$ cat config.mk
export PLATFORM = sky130hd
export DESIGN_NAME = down_counter
export DESIGN_NICKNAME = d
export VERILOG_FILES = /design/src/rtl/down_counter_pkg.sv /design/src/rtl/down_counter.sv
export SDC_FILE = /design/constraint.sdc
export NUM_CORES = 1
export LEC_CHECK = 0
export ABC_CLOCK_PERIOD_IN_PS = 2500
export BUFFER_PORTS_ARGS = -buffer_cell sky130_fd_sc_hd__buf_2
export CAP_MARGIN = 30
export CORE_AREA = 2 2 39 41
export CTS_CLUSTER_DIAMETER = 150
export DETAILED_ROUTE_END_ITERATION = 8
export DIE_AREA = 0 0 41 43
export PLACE_DENSITY = 0.83
export SETUP_SLACK_MARGIN = 0.5
export SLEW_MARGIN = 5
export SYNTH_ARGS = -nofsm -noshare
export SYNTH_HDL_FRONTEND = slang
export SYNTH_SLANG_ARGS = --single-unit
$ cat constraint.sdc
create_clock -name clock -period 2.5 [get_ports clock]
set_clock_uncertainty 0.05 [all_clocks]
set_input_delay 0.125 -clock clock [delete_from_list [all_inputs] [get_ports clock]]
set_output_delay 0.125 -clock clock [all_outputs]
set_load 0.02 [all_outputs]
$ cat src/rtl/down_counter_pkg.sv
// Shared types and defaults for the down-counter timer and its sibling counter blocks.
package down_counter_pkg;

   typedef enum logic {
      IDLE = 1'b0,
      RUN  = 1'b1
   } state_t;

   localparam int DEFAULT_WIDTH = 4;

endpackage : down_counter_pkg

$ cat src/rtl/down_counter.sv
// Loadable down-counter / interval timer with one-shot and auto-reload modes.
// Decrements on qualified ticks while running and pulses tc for one cycle at terminal count.
module down_counter
   import down_counter_pkg::*;
#(
   parameter int WIDTH = DEFAULT_WIDTH
) (
   input  logic             clock,
   input  logic             clear_n,
   input  logic             load,
   input  logic [WIDTH-1:0] load_val,
   input  logic             start,
   input  logic             stop,
   input  logic             tick,
   input  logic             auto_reload,
   output logic [WIDTH-1:0] Q,
   output logic             busy,
   output logic             tc
);

   localparam logic [WIDTH-1:0] ONE = WIDTH'(1);

   state_t           state;
   logic [WIDTH-1:0] reload_reg;

   // busy is a pure decode of the state register, so it stays glitch-free and registered.
   assign busy = (state == RUN);

   // NOTE: every register here uses non-blocking assignment so all updates see pre-edge values.
   always_ff @(posedge clock or negedge clear_n) begin
      if (!clear_n) begin
         Q          <= '0;
         reload_reg <= '0;
         state      <= IDLE;
         tc         <= 1'b0;
      end else begin
         // tc defaults low on every edge, which makes it a single-cycle pulse.
         tc <= 1'b0;
         if (load) begin
            reload_reg <= load_val;
            Q          <= load_val;
            state      <= IDLE;
         end else if (stop) begin
            state <= IDLE;
         end else if (start && (state == IDLE)) begin
            if (Q != '0) state <= RUN;
         end else if ((state == RUN) && tick) begin
            if (Q == ONE) begin
               tc <= 1'b1;
               if (auto_reload) begin
                  Q <= reload_reg;
               end else begin
                  Q     <= '0;
                  state <= IDLE;
               end
            end else if (Q != '0) begin
               Q <= Q - ONE;
            end
         end
      end
   end

endmodule : down_counter

* Word level (Yosys, flattened, before mapping)
Index checks and enable logic that the tools add are counted.
** Storage, ports and cells
- Output and inout bits :: 6
- Word-level logic and storage cells :: 39
- Bits of input ports :: 11
- Flip-flop bits (word level) :: 10
** Cells by class
- Muxes and demuxes :: 19
- Reduce and logical (&&, ||, !) cells :: 9
- Add/sub/neg operators :: 1
- Equality and inequality tests :: 5
- Bitwise gates (word level) :: 1
** Operators by type and width (number)
- $mux W4 :: 7
- $mux W1 :: 12
- $reduce_bool A4 Y1 :: 3
- $ne A4 B3 Y1 const B :: 2
- $reduce_and A4 Y1 :: 2
- $eq A4 B1 Y1 const B :: 1
- $ne A2 B2 Y1 const B :: 2
- $sub A4 B1 Y4 const B :: 1
- $reduce_bool A3 Y1 :: 1
- $logic_and A1 B1 Y1 :: 2
- $reduce_bool A2 Y1 :: 1
- $not A1 Y1 :: 1

* Depth between registers and ports, before layout
- Word-level depth :: 7
- Gate-level depth with buffers :: 6
- Mapped depth without buffers :: 6

* Least setup slack after synthesis
Ideal clock, no wire load.
- Path kind :: flip-flop to flip-flop
- From :: reg Q[1]
- To :: reg Q[2]
- Path buffers :: 0
- Arrival :: 1.612 ns
- Stages on the path, launching flop included :: 7
- Setup time :: 0.121 ns
- Period minus slack after synthesis :: 1.783 ns
- Path slack :: 0.717 ns
- Data required time :: 2.329 ns
- Path through :: dfrtp_1 > inv_1 > ha_1 > nor3b_4 > a32o_1 > o22a_1 > o22a_1
** On the way
- Word-level cells in the longest chain between the ends :: 7
- Elaborated cells on any way between the ends :: 11
- Those cells by class :: 1 x add/sub; 1 x eq/ne; 6 x mux; 3 x reduce/logical
** Ends and longest elaborated chain
- from (decl) :: RTL line down_counter.sv:16 : output logic [WIDTH-1:0] Q,
- from (signal assigned) :: RTL line down_counter.sv:41 : Q <= load_val;
- from (signal assigned) :: RTL line down_counter.sv:51 : Q <= reload_reg;
- from (signal assigned) :: RTL line down_counter.sv:57 : Q <= Q - ONE;
- $sub A4 B1 Y4 :: RTL line down_counter.sv:57
- $mux W4 :: RTL line down_counter.sv:56 : end else if (Q != '0) begin
- $mux W4 :: RTL line down_counter.sv:48 : if (Q == ONE) begin
- $mux W4 :: RTL line down_counter.sv:47 : end else if ((state == RUN) && tick) begin
- $mux W4 :: RTL line down_counter.sv:45 : end else if (start && (state == IDLE)) begin
- $mux W4 :: RTL line down_counter.sv:43 : end else if (stop) begin
- $mux W4 :: RTL line down_counter.sv:39 : if (load) begin
Several ways; a longest one is shown, not always the timed one. The select of a mux whose other input is x is not followed.
A chain may end at the register's enable or synchronous reset.

* Worst setup path in the final report
Ends and elaborated chain as after synthesis.

==> summary.md <==
| Metric | Value |
|---|---|
| FP Rows | `14` |
| Worst path slowest cell | `dfrtp_1` |
| Setup Viol. Count Final | `0` |
| Vias per inst | `5.51` |
| Antenna violations before repair | `0` |
| Post-synthesis async set-or-reset flop share | `1.00` |
| Worst slew pin tran | `325 ps` |
| Worst path arrival time | `1860 ps` |
| Yosys warns | `0` |
| WL/cell | `14.3 um` |
| Fin nets | `94` |
| PortBufs | `16` |
| Gr ovfl total | `0` |
| Buf/Inv on CP | `1` |
| Crit-path cells | `inv_1 -> ha_1 -> nor3b_4 -> a32o_1 -> o22a_1 -> o22a_1` |
| Place WS | `between 700 and 800 ps` |
| Cts bufs inserted | `3` |
| Router iterations before antenna repair | `4` |
| H-tree Lvls | `1` |
| Max Clock Freq | `571 MHz` |
| Synth area leaders | `dfrtp_1 41%, ha_1 6.1%, nand2_1 4.3%` |
| Mapped cell area | `roughly 620 um2` |
| CTS Sinks | `10` |
| Netlist cell types | `27` |
| Syn Inst Count | `a little under 60` |
| Hold Worst Slack | `about 32 ps` |
| Synth area leader | `dfrtp_1` |
| Setup crit end kind | `register` |
| Avg Cell Area, Syn | `about 11 um2` |
| Slowest cell delay on critical path | `between 400 and 500 ps` |
| First-pass GRT wire length | `1940 um` |
| Initial Util | `0.446` |
| EDFF count, synth | `0` |
| # DRC | `0` |
| Worst setup margin | `748 ps` |
| Post-synth top cells | `10 x dfrtp_1, 7 x nand2_1, 6 x inv_1` |
| Status | `complete, no violations` |
| DIE HEIGHT | `between 40 and 50 um` |
| P&R area growth vs syn | `21.3%` |
| Diode count | `0` |
| Pin count of the biggest net entering global routing | `16` |
| Leakage power | `about 0.38 nW` |
| Die ar. | `1760 um2` |
| Synth top area share | `0.406` |
| Pwr Density | `around 530 nW/um2` |
| Slew Limit Fails | `0` |
| Sequential element share of the synthesized area | `0.406` |
| Final wirelength | `around 1300 um` |
| Crit path required time | `2600 ps` |
| Final hold violations | `0` |
| Clk Latency, worst-skew pair | `roughly 260 ps` |
| Root buffer cell | `clkbuf_4` |
| Hold WC Path Type | `in -> reg` |
| Count leader, synth | `dfrtp_1` |
| Longest Clk Path Bufs | `2` |
| IO Pins | `17` |
| Ratio of cells with drive above 1 in the final layout | `0.359` |
| Post-route ant nets | `0` |
| Vias in the first global route | `around 470` |
| Routed via count | `a little over 500` |
| Post-layout util | `0.541` |
| Syn_nets | `roughly 70` |
| Die W | `approximately 41 um` |
| GPL Wtd Cong | `just over 0.8` |
| Slew HR | `0.781` |
| Core area | `between 1000 and 1500 um2` |
| Max VDD drop | `0.211 mV` |
| GRT Total Usage | `0.172` |
| CP top delay family | `compound AO/OA/AOI/OAI gates` |
| Setup TNS | `0 ps` |
| Synthesized flop and latch total | `10` |
| Setup Crit Path Kind | `reg -> reg` |
| HPWL Detailed | `between 900 and 1000 um` |
| RSZ-0062 raised after global routing | `false` |
| CP Launch Type | `register` |
| CP most frequent cell | `o22a_1` |
| Final worst path period share | `0.701` |
| Crit Path Max Fanout | `6` |
| DR iter-0 viols | `8` |
| Main synth FF type | `dfrtp_1` |
| Clock Pin Slew Worst Setup and Hold Paths | `60 ps` |
| CTS tree | `done` |
| # Max-Cap Violations | `0` |
| Minimum clock period | `1750 ps` |
## cell usage in the layout, fill, tap and decap left out, types with 2 or more instances in the layout
cell type / synthesis / layout
buf_2: 0 / 16
dfrtp_1: 10 / 10
nand2_1: 7 / 7
inv_1: 6 / 6
nor3_1: 3 / 3
a21oi_1: 3 / 3
o21ai_0: 3 / 3
ha_1: 3 / 3
clkbuf_4: 0 / 3
o211a_1: 2 / 2
o31ai_2: 2 / 2
o22a_1: 2 / 2
dlygate4sd3_1: 0 / 2
## timing repair
item	CTS	global route
hold buffers	2	0
setup buffers	0	0
hold endpoints to repair	11	0
gates resized for setup	0	0
## final cells by class
class | count | area, um2
Clock buffer | 3 | 22.5
Fill cell | 125 | 636
Inverter | 6 | 22.5
Multi-Input combinational cell | 41 | 333
Sequential cell | 10 | 250
Tap cell | 16 | 20.0
Timing Repair Buffer | 18 | 100
## per-stage QoR
stage	total power, mW	cells	area [um2]
final	0.399	94	748
after global routing	0.424	94	748
after global placement	0.289	89	706
after detailed placement	0.293	89	706
after floorplan	0.259	58	617
after CTS	0.406	94	748
## worst paths after layout
check,cells after the start,slack (ps),startpoint,to
hold reg to reg,2,480,reload_reg[1]$_DFFE_PN0P_,reload_reg[1]$_DFFE_PN0P_
max in group asynchronous,2,1990,clear_n,busy$_DFFE_PN0P_
hold / removal,2,30,load_val[2],reload_reg[2]$_DFFE_PN0P_
setup reg to reg,6,750,Q[1]$_DFFE_PN0P_,Q[2]$_DFFE_PN0P_
min in group asynchronous,2,210,clear_n,reload_reg[3]$_DFFE_PN0P_
setup / recovery,6,750,Q[1]$_DFFE_PN0P_,Q[2]$_DFFE_PN0P_
## power by group
group          switching (mW)  internal (mW)
sequential             0.0185          0.176
combinational          0.0561         0.0427
clock                  0.0507         0.0554
## per-layer routing
| metal | up-vias | track usage | part of all wire |
|---|---|---|---|
| li1 | 252 | - | - |
| met1 | 242 | 0.193 | 0.45 |
| met2 | 20 | 0.266 | 0.47 |
| met3 | 4 | 0.0314 | 0.051 |
| met4 | 0 | 0.140 | 0.027 |
| met5 | - | 0 | 0 |
## logic make-up after synthesis
group	synth area share
DFF	0.406
AOI/OAI and AO/OA	0.264
buffers and inverters	0.0548
and+or+nand+nor	0.179
adders and majority gates	0.0609
muxes	0.0365
Power figures use the tool's default switching activity.
